### src/rtl/stage_sequencer_if.sv
`default_nettype none
// ---------------------------------------------------------------------------
// stage_sequencer_if
//   Bundles the memory handshake, error input and commit/status outputs of
//   the stage sequencer. The master modport is the sequencer side.
//   Revision: 1.0
// ---------------------------------------------------------------------------
interface stage_sequencer_if #(
  parameter int INSTRET_WIDTH = 32
);
  logic                     run_enable;
  logic                     mem_ready;
  logic                     ex_needs_mem;
  logic                     error;
  logic [1:0]               current_pipeline_stage;
  logic                     fetch_req;
  logic                     ir_load;
  logic                     ex_mem_req;
  logic                     pc_write;
  logic                     reg_write_en;
  logic                     halted;
  logic                     timeout_error;
  logic [INSTRET_WIDTH-1:0] instret;

  modport master (
    input  run_enable, mem_ready, ex_needs_mem, error,
    output current_pipeline_stage, fetch_req, ir_load, ex_mem_req,
           pc_write, reg_write_en, halted, timeout_error, instret
  );

  modport slave (
    output run_enable, mem_ready, ex_needs_mem, error,
    input  current_pipeline_stage, fetch_req, ir_load, ex_mem_req,
           pc_write, reg_write_en, halted, timeout_error, instret
  );
endinterface
`default_nettype wire

### src/rtl/stage_sequencer.sv
`default_nettype none
// ---------------------------------------------------------------------------
// stage_sequencer
//   Multi-cycle control FSM: fetch / decode / operand / execute / writeback,
//   memory handshaking with a request timeout, commit gating and a permanent
//   halt on error or timeout.
//   Revision: 1.0
// ---------------------------------------------------------------------------
module stage_sequencer #(
  parameter int INSTRET_WIDTH = 32,
  parameter int MEM_TIMEOUT   = 255
) (
  input  wire logic           clk,
  input  wire logic           reset,
  stage_sequencer_if.master   bus
);

  // The counter only ever holds 0..MEM_TIMEOUT-1; the limit is detected on
  // the waiting cycle that would take it to MEM_TIMEOUT.
  localparam int c_TCNT_W = (MEM_TIMEOUT < 2) ? 1 : $clog2(MEM_TIMEOUT);
  localparam logic [c_TCNT_W-1:0] c_TCNT_LAST = c_TCNT_W'(MEM_TIMEOUT - 1);

  typedef enum logic [2:0] {
    S_WB      = 3'd0,
    S_FETCH   = 3'd1,
    S_DECODE  = 3'd2,
    S_OPERAND = 3'd3,
    S_EXECUTE = 3'd4,
    S_HALT    = 3'd5
  } state_t;

  state_t                   r_state;
  state_t                   w_next;
  logic                     r_commit_pending;
  logic [c_TCNT_W-1:0]      r_tcnt;
  logic                     r_timeout_error;
  logic [INSTRET_WIDTH-1:0] r_instret;

  logic [1:0] w_stage;
  logic       w_fetch_req;
  logic       w_ir_load;
  logic       w_ex_mem_req;
  logic       w_commit;
  logic       w_halted;
  logic       w_waiting;
  logic       w_timeout;

  // Next-state and per-state outputs; error and timeout override everything.
  always_comb begin
    w_next       = r_state;
    w_stage      = 2'd0;
    w_fetch_req  = 1'b0;
    w_ir_load    = 1'b0;
    w_ex_mem_req = 1'b0;
    w_commit     = 1'b0;
    w_halted     = 1'b0;
    unique case (r_state)
      S_FETCH: begin
        w_fetch_req = bus.run_enable;
        w_ir_load   = bus.run_enable & bus.mem_ready;
        if (w_ir_load) w_next = S_DECODE;
      end
      S_DECODE: begin
        w_stage = 2'd1;
        w_next  = S_OPERAND;
      end
      S_OPERAND: begin
        w_stage = 2'd2;
        w_next  = S_EXECUTE;
      end
      S_EXECUTE: begin
        w_stage = 2'd3;
        if (!bus.ex_needs_mem) begin
          w_next = S_WB;
        end else begin
          w_ex_mem_req = 1'b1;
          if (bus.mem_ready) w_next = S_WB;
        end
      end
      S_WB: begin
        // The error seen here is the registered execute-fault result.
        w_commit = r_commit_pending & ~bus.error;
        w_next   = S_FETCH;
      end
      S_HALT: begin
        w_halted = 1'b1;
      end
      default: begin
        w_next = S_HALT;
      end
    endcase
    // A mem_ready on the limit cycle completes the request instead.
    w_waiting = (w_fetch_req | w_ex_mem_req) & ~bus.mem_ready;
    w_timeout = w_waiting & (r_tcnt == c_TCNT_LAST);
    if (w_timeout || bus.error) w_next = S_HALT;
  end

  // State register and commit-pending flag (set on entry to writeback).
  always_ff @(posedge clk or posedge reset) begin
    if (reset) begin
      r_state          <= S_FETCH;
      r_commit_pending <= 1'b0;
    end else begin
      r_state          <= w_next;
      r_commit_pending <= (w_next == S_WB);
    end
  end

  // Request wait counter and sticky timeout flag.
  always_ff @(posedge clk or posedge reset) begin
    if (reset) begin
      r_tcnt          <= '0;
      r_timeout_error <= 1'b0;
    end else begin
      r_tcnt          <= (w_waiting && !w_timeout) ? r_tcnt + c_TCNT_W'(1) : '0;
      r_timeout_error <= r_timeout_error | w_timeout;
    end
  end

  // Retired-instruction counter, wraps naturally.
  always_ff @(posedge clk or posedge reset) begin
    if (reset) begin
      r_instret <= '0;
    end else if (w_commit) begin
      r_instret <= r_instret + INSTRET_WIDTH'(1);
    end
  end

  // Requests and strobes are masked while reset is held so nothing is
  // issued before the first clean fetch.
  assign bus.current_pipeline_stage = w_stage;
  assign bus.fetch_req              = w_fetch_req  & ~reset;
  assign bus.ir_load                = w_ir_load    & ~reset;
  assign bus.ex_mem_req             = w_ex_mem_req & ~reset;
  assign bus.pc_write               = w_commit     & ~reset;
  assign bus.reg_write_en           = w_commit     & ~reset;
  assign bus.halted                 = w_halted;
  assign bus.timeout_error          = r_timeout_error;
  assign bus.instret                = r_instret;

endmodule
`default_nettype wire

### src/flat_wrapper.sv
// flat-port wrapper written by rule: the top's interface ports become plain ports
module stage_sequencer_flat 
#(
  parameter int INSTRET_WIDTH = 32,
  parameter int MEM_TIMEOUT   = 255
)
  (clk, reset, bus_run_enable, bus_mem_ready, bus_ex_needs_mem, bus_error, bus_current_pipeline_stage, bus_fetch_req, bus_ir_load, bus_ex_mem_req, bus_pc_write, bus_reg_write_en, bus_halted, bus_timeout_error, bus_instret);
  stage_sequencer_if #(.INSTRET_WIDTH(INSTRET_WIDTH)) bus_i ();
  input  wire logic clk;
  input  wire logic reset;
  input wire logic [$bits(bus_i.run_enable)-1:0] bus_run_enable;
  input wire logic [$bits(bus_i.mem_ready)-1:0] bus_mem_ready;
  input wire logic [$bits(bus_i.ex_needs_mem)-1:0] bus_ex_needs_mem;
  input wire logic [$bits(bus_i.error)-1:0] bus_error;
  output wire logic [$bits(bus_i.current_pipeline_stage)-1:0] bus_current_pipeline_stage;
  output wire logic [$bits(bus_i.fetch_req)-1:0] bus_fetch_req;
  output wire logic [$bits(bus_i.ir_load)-1:0] bus_ir_load;
  output wire logic [$bits(bus_i.ex_mem_req)-1:0] bus_ex_mem_req;
  output wire logic [$bits(bus_i.pc_write)-1:0] bus_pc_write;
  output wire logic [$bits(bus_i.reg_write_en)-1:0] bus_reg_write_en;
  output wire logic [$bits(bus_i.halted)-1:0] bus_halted;
  output wire logic [$bits(bus_i.timeout_error)-1:0] bus_timeout_error;
  output wire logic [$bits(bus_i.instret)-1:0] bus_instret;
  assign bus_i.run_enable = bus_run_enable;
  assign bus_i.mem_ready = bus_mem_ready;
  assign bus_i.ex_needs_mem = bus_ex_needs_mem;
  assign bus_i.error = bus_error;
  assign bus_current_pipeline_stage = bus_i.current_pipeline_stage;
  assign bus_fetch_req = bus_i.fetch_req;
  assign bus_ir_load = bus_i.ir_load;
  assign bus_ex_mem_req = bus_i.ex_mem_req;
  assign bus_pc_write = bus_i.pc_write;
  assign bus_reg_write_en = bus_i.reg_write_en;
  assign bus_halted = bus_i.halted;
  assign bus_timeout_error = bus_i.timeout_error;
  assign bus_instret = bus_i.instret;
  stage_sequencer #(.INSTRET_WIDTH(INSTRET_WIDTH), .MEM_TIMEOUT(MEM_TIMEOUT)) u_core (.clk(clk), .reset(reset), .bus(bus_i));
endmodule
### config.mk
export PLATFORM = sky130hd
export DESIGN_NAME = stage_sequencer_flat
export DESIGN_NICKNAME = d
export VERILOG_FILES = /design/src/rtl/stage_sequencer_if.sv /design/src/rtl/stage_sequencer.sv /design/src/flat_wrapper.sv
export SDC_FILE = /design/constraint.sdc
export NUM_CORES = 1
export LEC_CHECK = 0
export ABC_AREA = 0
export CORE_MARGIN = 2
export CORE_UTILIZATION = 46
export CTS_CLUSTER_DIAMETER = 60
export DETAILED_ROUTE_END_ITERATION = 12
export GPL_TIMING_DRIVEN = 1
export PLACE_DENSITY = 0.74
export SLEW_MARGIN = 15
export SYNTH_ARGS = -nofsm -noshare
export SYNTH_HDL_FRONTEND = slang
export SYNTH_SLANG_ARGS = --single-unit
### constraint.sdc
create_clock -name clk -period 1.8 [get_ports clk]
set_input_delay 0.36 -clock clk [delete_from_list [all_inputs] [get_ports clk]]
set_output_delay 0.36 -clock clk [all_outputs]
set_load 0.005 [all_outputs]
==> results by group, run 1 <==
Synthesis
  • Ys async rst share: 100%
  • Top cells by area, synth: dfrtp_1 49%, xor2_1 10%, nor4_2 5.0%
  • Syn Area/Cell: about 11 um^2
  • Mapped Cells: 204
  • Ys Warns: 0
  • Most common cell in the netlist: dfrtp_1
  • #FFs+latches synth: 45
  • Top-area cell type share of the netlist area: 48.6%
  • Fraction of the yosys area taken by sequential cells: between 40% and 50%
  • Synth Flop Type: dfrtp_1
  • Largest area contributor in the netlist: dfrtp_1
  • Post-Syn Area: around 0.0023 mm^2
  • Syn nets: between 200 and 250
  • Post-synth EDFFs: 0
  • Library cells used by synthesis: 38
  • Synth top cells by count: 44 x dfrtp_1, 27 x xor2_1, 16 x nor2_1

Cells and area
  • Diodes inserted: 0
  • Share of cells above drive strength 1: 34.8%
  • Nets: 307
  • Finished Layout Cells: between 300 and 400
  • Fill cells: 334
  • Finished layout cell area: roughly 0.0035 mm^2
  • Layout area overhead: 55.0%

CTS
  • Cts hold-fix bufs: 0
  • Root cell of the clock tree: clkbuf_8
  • Maximum clock insertion buffer count: 2
  • Clock Latency Late Sink: 0.30 ns
  • CTS tree: built
  • CTS clk-pin slew, worst paths: 0.09 ns
  • TritonCTS buffer count: 5
  • Clk sinks: 45
  • H-tree depth: 2

Floorplanning
  • Core Rows: 25
  • Total I/O pin count: 47
  • CORE AREA: 0.00472 mm^2
  • Chip Height: 74.2 um
  • Die Wd: 74.2 um
  • Initial Util: 48.0%
  • Die Area: 0.00551 mm^2

Worst setup path
  • Max Fanout on Critical Path: 4
  • Reg2Reg Launch Point: u_core.r_state[1]$_DFF_PP0_
  • CP Launch Point: u_core.r_state[0]$_DFF_PP1_
  • Critical Path Start Type: register
  • Critical Path RT: between 1 and 1.5 ns
  • WP data arrival: 1.53 ns
  • Setup CP Type: reg2out
  • Worst setup EP type: output port

Timing
  • Max_slew headroom: around two thirds
  • Period utilization: 105%
  • Pins over their slew limit: 0
  • Setup TNS: -0.433 ns
  • Setup Viol. Count Final: 10
  • Tmin final: 1.89 ns
  • Fin. Hold Viols: 0
  • Worst Skew: 0.0114 ns
  • Worst Hold Margin: approximately 0.47 ns
  • FMAX: 0.530 GHz
  • PnR worst setup slack: -0.0851 ns
  • RSZ-0062 raised after global routing: true
  • Worst-Margin Slew: 0.497 ns

Drt
  • First drt pass iteration count: 4
  • Vias/cell: 5.17
  • Via count: 1891
  • Wire length per cell: about 14 um
  • Residual DRC: 0
  • Final wirelength: 5300 um
  • Antenna-violating nets left: 0
  • Iteration-0 DRC Markers: 71

Pwr
  • P per Cell Area: about 500 mW/mm^2
  • Leak: about 1.8 nW
  • Power, Total: around 1.8 mW
  • Worst vdd ir: 0.000332 V

GRT
  • First-pass GRT wire length: 8340 um
  • Total GRT Usage: around a fifth
  • Overflow after GRT: 0
  • Vias in the first global route: 1793
  • Initial antenna violation count: 0
  • Pin count of the biggest net entering global routing: 26

Placed design
  • RePlAce Congestion: 0.865
  • IO Port Bufs: 46
  • Placed cells: 337
  • Placed Area: about 0.0030 mm^2
  • Detail Placement HPWL: 3300 um

Hold path
  • Hold Path Origin: u_core.bus.instret[31]$_DFFE_PP0P_
  • Worst min path class: reg2reg

Outcome
  • Status: finished with violations
  • Failing checks: setup timing

Job
  • Max-cap viol count: 0
cell families (layout without fill, tap and decap cells):
group	Yosys count	in the layout	synth area share (%)
compound gates	8	8	2.32
xor+xnor	38	38	14.7
fa+ha+maj	3	3	1.66
buf+inv	12	107	2.87
flops	45	45	49.7
mux	1	1	0.497
simple gates	97	97	28.3
state kept, by name (all words and copies together) (netlist names):
signal and cells:
u_core.r_tcnt 8, u_core.bus.timeout_error 1, u_core.r_state 3, u_core.bus.instret 32, u_core.r_commit_pending 1
worst paths after layout:
check / slack (ns) / cells after the start / end
max: -0.09 / 7 / bus_ex_mem_req
min: 0.47 / 1 / u_core.bus.instret[31]$_DFFE_PP0P_
max reg2reg: -0.04 / 7 / u_core.bus.instret[22]$_DFFE_PP0P_
min reg2reg: 0.47 / 1 / u_core.bus.instret[31]$_DFFE_PP0P_
max in group asynchronous: 0.76 / 4 / u_core.bus.instret[0]$_DFFE_PP0P_
min in group asynchronous: 0.54 / 3 / u_core.r_tcnt[1]$_DFF_PP0_
metrics by stage:
stage	setup WS [ns]	util [%]
global placement	-0.370	63.1
detailed placement	-0.413	63.1
CTS	-0.0906	68.0
global route	-0.204	74.4
floorplan	-0.0350	-
finish	-0.0851	74.4
power breakdown:
part / switching [mW] / internal (mW)
Clock: 0.329 / 0.412
Sequential: 0.000399 / 1.01
Combinational: 0.0320 / 0.0262
cell type report:
cell class,count,area (um^2),area share (%)
sequential,45,1130,32.1
clock buffer,6,72.6,2.07
tap,67,83.8,2.39
clock inverter,2,35.0,0.997
inverter,6,22.5,0.641
timing repair buffer,93,838,23.9
multi-input combinational,147,1330,38.0
what timing repair did:
action                                 in CTS  in global routing
setup endpoints to repair                  14                 29
setup buffers                               9                 13
pin swaps                                  10                 22
endpoints found under the hold margin       0                  0
resized for setup                          43                 46
placed cells by master (no fill, tap or decap), drive strengths merged, types with 2 or more instances in the layout:
cell / instances
clkdlybuf4s50: 38
nand4: 8
clkbuf: 8
dfrtp: 44
nand2: 15
xor2: 27
nor3: 10
and3: 4
ha: 3
inv: 6
buf: 53
o21ai: 3
nor3b: 2
nor2: 16
and4: 7
nor4: 10
nand3: 15
xnor2: 11
nand3b: 2
nor4b: 2
layer usage:
metal / vias up / wire (um) / track usage [%]
met3: 7 / 159 / 3.79
met5: - / 0 / 0
li1: 904 / - / -
met1: 941 / 2190 / 25.1
met2: 39 / 2870 / 33.5
met4: 0 / 72 / 6.06
critical path, stage by stage, from the launching register on:
cell and delay (ns):
dfstp_2 0.39, buf_6 0.13, buf_4 0.13, nor2_4 0.09, nand2_2 0.08, buf_6 0.12, nor3b_2 0.15, buf_2 0.13
Power figures use the tool's default switching activity.
==> run 2, diff against run 1 <==
MAX_ROUTING_LAYER = met4   (was default)
PLACE_DENSITY = 0.76   (was 0.74)
==> results by group, run 2 (synthesis results as in run 1) <==
Floorplanning
  • Initial Util: 48.0% (unchanged)
  • Die Area: 0.00551 mm^2 (unchanged)
  • Die Wd: 74.2 um (unchanged)
  • Core Rows: 25 (unchanged)
  • Total I/O pin count: 47 (unchanged)
  • CORE AREA: 0.00472 mm^2 (unchanged)
  • Chip Height: 74.2 um (unchanged)

Timing
  • Worst Skew: 0.00728 ns (-0.00409 ns)
  • PnR worst setup slack: -0.0630 ns (+0.0221 ns)
  • Tmin final: 1.86 ns (-0.0221 ns)
  • Max_slew headroom: 66.1% (-0.60 points)
  • Setup TNS: -0.203 ns (+0.231 ns)
  • Fin. Hold Viols: 0 (unchanged)
  • RSZ-0062 raised after global routing: true
  • Period utilization: 103% (-1.2 points)
  • Worst-Margin Slew: 0.506 ns (+0.00899 ns)
  • FMAX: 0.537 GHz (+1.2%)
  • Setup Viol. Count Final: 6 (-4)
  • Pins over their slew limit: 0 (unchanged)

CTS
  • H-tree depth: 2 (unchanged)
  • Root cell of the clock tree: clkbuf_8
  • CTS clk-pin slew, worst paths: 0.08 ns (about the same)
  • CTS tree: built
  • Clock Latency Late Sink: 0.30 ns (about the same)
  • TritonCTS buffer count: 5 (unchanged)
  • Maximum clock insertion buffer count: 2 (unchanged)
  • Cts hold-fix bufs: 0 (unchanged)
  • Clk sinks: 45 (unchanged)

Pwr
  • P per Cell Area: 496 mW/mm^2 (-3.6%)
  • Worst vdd ir: 0.000301 V (-9.3%)
  • Leak: 1.64 nW (-7.9%)

Drt
  • Antenna-violating nets left: 0 (unchanged)
  • Vias/cell: 5.26 (+1.7%)
  • First drt pass iteration count: 4 (unchanged)
  • Residual DRC: 0 (unchanged)
  • Via count: 1871 (-1.1%)
  • Iteration-0 DRC Markers: 83 (+17%)
  • Wire length per cell: 14.6 um (+0.64%)
  • Final wirelength: 5190 um (-2.1%)

Worst setup path
  • Critical Path Start Type: register
  • Crit-path slowest cell: dfrtp_1
  • Crit-path leading delay family: simple AND/OR/NAND/NOR gates
  • Setup CP Type: reg2out
  • Max incr delay on CP: 0.40 ns (about the same)
  • Critical path, cell by cell: buf_4 > nor4_4 > nand2_2 > nor2_2 > buf_2
  • Reg2Reg Depth: 6 (-1)
  • WP data arrival: 1.50 ns (-0.03 ns)
  • Worst setup EP type: output port
  • Worst Path Buf+Inv: 2 (-2)
  • Critical Path RT: 1.44 ns (about the same)
  • Max Fanout on Critical Path: 9 (+5)
  • Crit path depth: 5 (-2)

Hold path
  • WHS Path Cells: 1 (unchanged)
  • Worst min path class: reg2reg

Placed design
  • Placed cells: 331 (-1.8%)
  • IO Port Bufs: 46 (unchanged)
  • Detail Placement HPWL: 3230 um (-2.1%)
  • Placed Area: 0.00294 mm^2 (-1.5%)
  • Worst slack at placement: -0.434 ns (-0.0212 ns)
  • RePlAce Congestion: 0.828 (-4.3%)

Cells and area
  • Layout area overhead: 48.6%
  • Multi-input gate area: 0.00129 mm^2 (-3.5%)
  • Finished Layout Cells: 356 (-2.7%)
  • Finished layout cell area: 0.00337 mm^2 (-4.1%)
  • Diodes inserted: 0 (unchanged)
  • Nets: 297 (-3.3%)
  • Fill cells: 331 (-0.90%)
  • Most common cell after layout, fill and taps aside: dfrtp_1
  • Most frequent cells in the layout: 43 x dfrtp_1, 38 x clkdlybuf4s50_1, 27 x xor2_1
  • Sequential cell area: 0.00113 mm^2 (+0.11%)
  • Share of cells above drive strength 1: 32.5% (-2.3 points)
  • Largest register FFs: 32 (unchanged)

GRT
  • Total GRT Usage: 18.8% (-0.80 points)
  • Initial antenna violation count: 0 (unchanged)
  • Overflow after GRT: 0 (unchanged)
  • Vias in the first global route: 1714 (-4.4%)
  • Pin count of the biggest net entering global routing: 46 (+77%)
  • First-pass GRT wire length: 7830 um (-6.1%)

Outcome
  • Status: finished with violations
  • Failing checks: setup timing

Job
  • Max-cap viol count: 0 (unchanged)
==> run 2: changes by cell type in the layout (fill, tap and decap cells not counted), sizes merged <==
cell,before,now
clkdlybuf4s15,0,1
buf,53,43
clkinv,1,0
bufinv,1,0
clkinvlp,0,1
==> run 2: layout make-up <==
cell class / count / area share [%]
clock buffer: 7 / 2.27
multi-input combinational: 147 / 38.2
sequential: 45 / 33.5
tap: 67 / 2.49
inverter: 6 / 0.669
timing repair buffer: 83 / 22.6
clock inverter: 1 / 0.223
==> run 2: through the flow <==
step / util, % / hold WS, ns / power (mW)
global placement: 62.2 / 0.458 / 1.09
finish: 71.3 / 0.468 / 1.67
CTS: 65.5 / 0.474 / 1.69
global route: 71.3 / 0.483 / 1.74
floorplan: - / 0.430 / 1.05
detailed placement: 62.2 / 0.463 / 1.09
==> run 2: final timing paths <==
kind / start / endpoint / slack [ns]
worst min-delay path: u_core.bus.instret[31]$_DFFE_PP0P_ / u_core.bus.instret[31]$_DFFE_PP0P_ / 0.47
worst max-delay path: u_core.r_state[2]$_DFF_PP0_ / bus_pc_write / -0.06
min in group asynchronous: reset / u_core.bus.timeout_error$_DFF_PP0_ / 0.65
max in group asynchronous: reset / u_core.r_state[0]$_DFF_PP1_ / 0.88
worst max register to register: u_core.r_state[2]$_DFF_PP0_ / u_core.bus.instret[26]$_DFFE_PP0P_ / -0.04
worst min register to register: u_core.bus.instret[31]$_DFFE_PP0P_ / u_core.bus.instret[31]$_DFFE_PP0P_ / 0.47
==> run 2: timing repair <==
item	4_1_cts	5_1_grt
endpoints found under the setup margin	16	26
resized for setup	39	39
pin swaps	6	25
setup buffers	7	10
==> run 2: worst reg2reg max path: stages (launching register included) <==
cell	delay (ns)
dfrtp_1	0.40
buf_4	0.19
nor4_4	0.28
buf_6	0.19
nand4_4	0.17
nor4b_4	0.33
xor2_1	0.21
==> run 2: routing by layer <==
metal / wire length [um] / vias to the layer above / GRT usage (%) / part of all wire, %
met5: 0 / - / - / 0
met4: 57 / 0 / 4.65 / 1.1
met3: 188 / 7 / 4.20 / 3.6
met2: 2770 / 50 / 29.7 / 53
met1: 2170 / 925 / 24.7 / 42
li1: - / 889 / - / -
==> run 2: power by group <==
group	leakage (nW)	switching, mW	total [mW]	internal, mW
clock network	0.0385	0.329	0.604	0.275
registers	0.608	0.000418	1.01	1.01
logic	0.995	0.0321	0.0571	0.0250
==> run 3, diff against run 2 <==
CORE_UTILIZATION = 54   (was 46)
DONT_BUFFER_PORTS = 1   (was default)
PLACE_DENSITY = 0.72   (was 0.76)
SKIP_LAST_GASP = 1   (was default)
==> results by group, run 3 (synthesis results as in run 1) <==
Placed design
  • Placed cells: 260 (-21%)
  • RePlAce Congestion: 0.913 (+10%)
  • IO Port Bufs: 0 (-100%)
  • Detail Placement HPWL: 3100 um (-4.1%)
  • Placed Area: 0.00238 mm^2 (-19%)

Floorplanning
  • Initial Util: 56.3% (+8.3 points)
  • CORE AREA: 0.00403 mm^2 (-15%)
  • Total I/O pin count: 47 (unchanged)
  • Core Rows: 23 (-8.0%)
  • Chip Height: 68.8 um (-7.3%)
  • Die Wd: 68.8 um (-7.3%)
  • Die Area: 0.00473 mm^2 (-14%)

Worst setup path
  • Crit-path slowest cell: dfstp_2
  • Max Fanout on Critical Path: 4 (-5)
  • Critical path, cell by cell: nand2b_4 > nor4b_4 > and2_1
  • Max incr delay on CP: 0.61 ns (+0.21 ns)
  • Critical Path RT: 1.44 ns (about the same)
  • WP data arrival: 1.42 ns (-0.08 ns)
  • Setup CP Type: reg2out
  • Critical Path Start Type: register
  • Worst setup EP type: output port

Cells and area
  • Most frequent cells in the layout: 42 x dfrtp_1, 27 x xor2_1, 15 x nand3_1, 15 x nor2_1, 13 x buf_4
  • Fill cells: 329 (-0.60%)
  • Nets: 229 (-23%)
  • Sequential cell area: 0.00113 mm^2 (+0.11%)
  • Finished layout cell area: 0.00254 mm^2 (-25%)
  • Share of cells above drive strength 1: 21.3% (-11 points)
  • Most common cell after layout, fill and taps aside: dfrtp_1
  • Largest register FFs: 32 (unchanged)
  • Diodes inserted: 0 (unchanged)
  • Finished Layout Cells: 271 (-24%)
  • Final core occ: 63.0% (-8.3 points)
  • Multi-input gate area: 0.00111 mm^2 (-14%)
  • Layout area overhead: 11.9%

Pwr
  • Clk network pwr share: 36.4% (+0.3 points)
  • Net Sw Frac: 21.2% (-0.46 points)
  • Worst vdd ir: 0.000295 V (-2.1%)
  • P_int: 1.29 mW (-1.9%)
  • Leak: 1.21 nW (-27%)
  • Sw power: 0.345 mW (-4.5%)
  • P per Cell Area: 643 mW/mm^2 (+30%)
  • Reg power frac: 62.0% (+1.5 points)
  • Comb pwr share: 1.6% (-1.8 points)

GRT
  • Vias in the first global route: 1585 (-7.5%)
  • Met3 usage: 6.49% (+2.3 points)
  • First-pass GRT wire length: 7090 um (-9.4%)
  • Overflow after GRT: 0 (unchanged)
  • GRT met2 Usage: 37.9% (+8.2 points)
  • Global Route met1 Usage: 22.2% (-2.5 points)
  • Initial antenna violation count: 0 (unchanged)
  • GR peak layer: met2
  • Total GRT Usage: 20.9% (+2.1 points)
  • Pin count of the biggest net entering global routing: 46 (unchanged)

Timing
  • Pins over their slew limit: 0 (unchanged)
  • Worst Skew: 0.00813 ns (+0.000848 ns)
  • Worst-Margin Slew: 0.556 ns (+0.0493 ns)
  • Setup Viol. Count Final: 0 (-6)
  • Fin. Hold Viols: 0 (unchanged)
  • Max_slew headroom: 62.9% (-3.2 points)
  • Tmin final: 1.78 ns (-0.0843 ns)
  • Period utilization: 98.8% (-4.7 points)
  • FMAX: 0.562 GHz (+4.7%)
  • RSZ-0062 raised after global routing: true

Drt
  • First drt pass iteration count: 4 (unchanged)
  • Final wirelength: 4270 um (-18%)
  • Residual DRC: 0 (unchanged)
  • Wire length per cell: 15.8 um (+8.2%)
  • Antenna-violating nets left: 0 (unchanged)
  • Iteration-0 DRC Markers: 56 (-33%)
  • Vias/cell: 5.77 (+9.9%)
  • Via count: 1565 (-16%)

Hold path
  • Worst min path class: in2async

CTS
  • Clock Latency Late Sink: 0.29 ns (about the same)
  • CTS tree: built
  • H-tree depth: 2 (unchanged)
  • Maximum clock insertion buffer count: 2 (unchanged)
  • Cts hold-fix bufs: 0 (unchanged)
  • Root cell of the clock tree: clkbuf_8
  • TritonCTS buffer count: 5 (unchanged)
  • Clk sinks: 45 (unchanged)
  • CTS clk-pin slew, worst paths: 0.08 ns (about the same)

Job
  • Max-cap viol count: 0 (unchanged)

Outcome
  • Status: complete, no violations
## run 3: changes by cell type in the layout (fill, tap and decap cells not counted), sizes merged
cell	before	now
buf	43	15
clkdlybuf4s50	38	0
inv	6	5
clkinvlp	1	0
clkdlybuf4s15	1	0
clkbuf	8	6
clkinv	0	3
## run 3: what timing repair did
item                                    4_1_cts  5_1_grt
buffers inserted                              1        2
endpoints found under the hold margin         0        0
pin swaps                                     0        2
endpoints found under the setup margin        4        8
gates resized for setup                       3        4
## run 3: critical path: cells and delay by family, from the launching register on
family / cells / cell delay [ns]
simple gates: 3 / 0.52
flops: 1 / 0.61
## run 3: metrics by stage
step	setup slack (ns)	TNS, ns	total power, mW	hold slack, ns
5_1_grt	-0.0670	-0.142	1.70	0.118
3_5_place_dp	0.115	0	1.06	0.422
4_1_cts	-0.00297	-0.00297	1.64	0.0984
3_3_place_gp	0.169	0	1.06	0.412
2_1_floorplan	-0.0350	-0.0350	1.05	0.430
6_report	0.0213	0	1.63	0.0837
## run 3: area by class of cell
class	instances	share of cell area, %
inverters	6	0.888
multi-input cells	147	43.8
clock inverters	2	0.394
repair buffers	15	5.08
clock buffers	6	2.86
flip-flops and latches	45	44.5
well taps	50	2.47
## run 3: worst paths after layout
check,startpoint,to,slack (ns),cells past startpoint
worst max register to register,u_core.r_state[0]$_DFF_PP1_,u_core.bus.instret[30]$_DFFE_PP0P_,0.09,6
max in group asynchronous,reset,u_core.r_state[1]$_DFF_PP0_,1.31,2
worst min-delay path,reset,u_core.bus.timeout_error$_DFF_PP0_,0.08,2
worst max-delay path,u_core.r_state[0]$_DFF_PP1_,bus_ir_load,0.02,3
worst min register to register,u_core.bus.instret[31]$_DFFE_PP0P_,u_core.bus.instret[31]$_DFFE_PP0P_,0.49,1
min in group clk,bus_error,u_core.r_commit_pending$_DFF_PP0_,0.13,1
## run 3: per-layer routing
metal | wire length, um | vias to the layer above
met3 | 261 | 6
met2 | 2290 | 40
met5 | 0 | -
li1 | - | 746
met4 | 44 | 0
met1 | 1680 | 773
## run 3: power by group through the flow
| stage | logic [mW] | clock network, mW | registers, mW |
|---|---|---|---|
| final | 0.0266 | 0.594 | 1.01 |
| after global routing | 0.0321 | 0.659 | 1.01 |
| after CTS | 0.0280 | 0.606 | 1.01 |
| after detailed placement | 0.0280 | 0 | 1.03 |
| after global placement | 0.0270 | 0 | 1.03 |
| after floorplan | 0.0201 | 0 | 1.03 |
==> RTL edit, RTL diff (settings of run 2) <==
Re-encode `state_t` (6 states) as one-hot, 6 bits wide.
--- a/src/rtl/stage_sequencer.sv
+++ b/src/rtl/stage_sequencer.sv
@@ -20,13 +20,13 @@
   localparam int c_TCNT_W = (MEM_TIMEOUT < 2) ? 1 : $clog2(MEM_TIMEOUT);
   localparam logic [c_TCNT_W-1:0] c_TCNT_LAST = c_TCNT_W'(MEM_TIMEOUT - 1);
 
-  typedef enum logic [2:0] {
-    S_WB      = 3'd0,
-    S_FETCH   = 3'd1,
-    S_DECODE  = 3'd2,
-    S_OPERAND = 3'd3,
-    S_EXECUTE = 3'd4,
-    S_HALT    = 3'd5
+  typedef enum logic [5:0] {
+    S_WB      = 6'b000001,
+    S_FETCH   = 6'b000010,
+    S_DECODE  = 6'b000100,
+    S_OPERAND = 6'b001000,
+    S_EXECUTE = 6'b010000,
+    S_HALT    = 6'b100000
   } state_t;
 
   state_t                   r_state;
Behaviour: no difference found for any inputs over 10 cycles, from zero or initial values and one cycle with reset high; not proved beyond that.
==> RTL edit against run 2 <==
The run still ends with setup timing left. Sequential cell count increased by 3. Die area increased by 5.7%. Cell count increased by 9.6%. Routed wire length increased by 21%. Area after synthesis increased by 6.0%. Register-to-register slack got worse by 0.25 ns. Power increased by 18%. Setup slack got worse by 0.27 ns. Global-route usage increased by 2.7 points. Cell area increased by 6.8%.
==> RTL edit: results (changes against run 2) <==
{
  "run_status": {"value": "finished, violations left", "change": "unchanged"},
  "violations": {"value": "setup timing", "change": "unchanged"},
  "dp_slack": {"value": -0.5943, "unit": "ns", "change": "was -0.4345 ns"},
  "post_layout_nonfiller_instances": {"value": 390, "change": "was 356"},
  "synth.yosys.seq_area_share": {"value": 50.03, "unit": "%", "change": "was 49.72%"},
  "setup_ws": {"value": -0.3290, "unit": "ns", "change": "was -0.06297 ns"},
  "wire_length_of_the_first_global_routing_pass": {"value": 9867, "unit": "microns", "change": "was 7831 microns"},
  "worst_r2r_startpoint": {"value": "u_core.r_state[5]", "change": "was u_core.r_state[2]"},
  "post-route-cell-area": {"value": 3597, "unit": "sq um", "change": "was 3368 sq um"},
  "grt_pass1_vias": {"value": 2076, "change": "was 1714"},
  "power_switching_share": {"value": 19.59, "unit": "%", "change": "was 21.64%"},
  "dpl.hpwl": {"value": 3878, "unit": "microns", "change": "was 3233 microns"},
  "regToRegEndpoint": {"value": "u_core.bus.instret[4]", "change": "was u_core.bus.instret[26]"},
  "worst-r2r-setup-slack": {"value": -0.29, "unit": "ns", "change": "was -0.04 ns"},
  "layout-drive-gt1-share": {"value": 28.75, "unit": "%", "change": "was 32.53%"},
  "synthCells": {"value": 230, "change": "was 204"},
  "firstDrtPassIters": {"value": 5, "change": "was 4"},
  "routed_wl_per_cell": {"value": 16.11, "unit": "microns", "change": "was 14.56 microns"},
  "vdd_drop_max": {"value": 0.3788, "unit": "mV", "change": "was 0.3012 mV"},
  "global_route.usage.total": {"value": 21.45, "unit": "%", "change": "was 18.77%"},
  "grt_start_max_net_pins": {"value": 33, "change": "was 46"},
  "critical_path.max_stage_delay": {"value": 0.43, "unit": "ns", "change": "was 0.40 ns"},
  "routed-via-count": {"value": 2172, "change": "was 1871"},
  "drt_first_iter_violations": {"value": 269, "change": "was 83"},
  "synthTopCellsByArea": {"value": "dfrtp_1, xnor2_1, nand4_1, xor2_1, nor2_1", "change": "was dfrtp_1, xor2_1, nor4_2, xnor2_1, nand3_1"},
  "placedInstanceArea": {"value": 3179, "unit": "sq um", "change": "was 2937 sq um"},
  "synth_common_cells": {"value": "dfrtp_1, xnor2_1, nand4_1", "change": "was dfrtp_1, xor2_1, nor2_1"},
  "layout.filler_cells": {"value": 371, "change": "was 331"},
  "timing.final.setup_violations": {"value": 49, "change": "was 6"},
  "clock_skew": {"value": 0.009939, "unit": "ns", "change": "was 0.007282 ns"},
  "power.leakage": {"value": 1.551, "unit": "nW", "change": "was 1.642 nW"},
  "cts_num_sinks": {"value": 48, "change": "was 45"},
  "timing.critical_path.to": {"value": "bus_ir_load", "change": "was bus_pc_write"}
}
==> RTL edit: cell types whose count changed in the layout (fill, tap and decap cells not counted), sizes merged, moves of 5 or more <==
cell / change
buf: +9
xor2: -17
nand4: +17
nor2: +5
and4: -5
xnor2: +18
==> RTL edit: cell type report <==
cell class	instances	area share [%]
Inverter	3	0.3130
Clock inverter	1	0.8348
Timing Repair Buffer	91	23.62
Tap cell	70	2.435
Clock buffer	7	2.678
Multi-Input combinational cell	170	36.63
Sequential cell	48	33.50
==> RTL edit: critical path: cells and delay by family (launching register included) <==
family	cells	cell delay, ns
buf+inv	2	0.27
simple gates	4	0.77
flops	1	0.43
==> RTL edit: cells by family (layout without fill, tap and decap cells) <==
group / Yosys count / after routing / synth area share (%)
simple gates: 120 / 120 / 29.00
flops: 48 / 48 / 50.03
xor+xnor: 39 / 39 / 14.21
buf+inv: 12 / 102 / 2.759
compound gates: 7 / 7 / 1.978
fa+ha+maj: 3 / 3 / 1.562
mux: 1 / 1 / 0.4685
==> RTL edit: through the flow <==
step                setup TNS (ns)  hold WS, ns
finish                      -9.907       0.4808
global route                -13.56       0.5012
CTS                         -7.258       0.4843
detailed placement          -12.89       0.4677
global placement            -12.97       0.4647
floorplan                   -1.206       0.4650
==> RTL edit: timing repair <==
action	CTS	global route
gates resized for setup	60	22
hold buffers	0	0
pin swaps	19	15
setup endpoints to repair	47	54
hold endpoints to repair	0	0
gates cloned	1	0
buffers inserted	12	4
==> RTL edit: worst min path at each step <==
stage | start | to | slack [ns] | cells past startpoint
after global placement | u_core.bus.instret[31] | u_core.bus.instret[31] | 0.46 | 1
after global routing | u_core.bus.instret[31] | u_core.bus.instret[31] | 0.50 | 1
after floorplan | u_core.bus.timeout_error | u_core.bus.timeout_error | 0.46 | 1
after detailed placement | u_core.bus.instret[31] | u_core.bus.instret[31] | 0.47 | 1
final | u_core.bus.instret[31] | u_core.bus.instret[31] | 0.48 | 1
after CTS | u_core.bus.instret[31] | u_core.bus.instret[31] | 0.48 | 1
==> RTL edit: routing by layer <==
| metal | track usage, % | up-vias | part of all wire [%] |
|---|---|---|---|
| li1 | - | 1007 | - |
| met1 | 28.20 | 1104 | 44 |
| met2 | 33.72 | 55 | 52 |
| met3 | 4.502 | 6 | 3.7 |
| met4 | 6.545 | 0 | 0.72 |
| met5 | - | - | 0 |
==> RTL edit: power by group through the flow <==
| stage | Clock [W] | Combinational [W] | Sequential [W] |
|---|---|---|---|
| floorplan | 0 | 0.0000229 | 0.00110 |
| global placement | 0 | 0.0000560 | 0.00110 |
| detailed placement | 0 | 0.0000565 | 0.00110 |
| CTS | 0.000855 | 0.0000583 | 0.00108 |
| global route | 0.000907 | 0.0000664 | 0.00108 |
| finish | 0.000841 | 0.0000596 | 0.00108 |
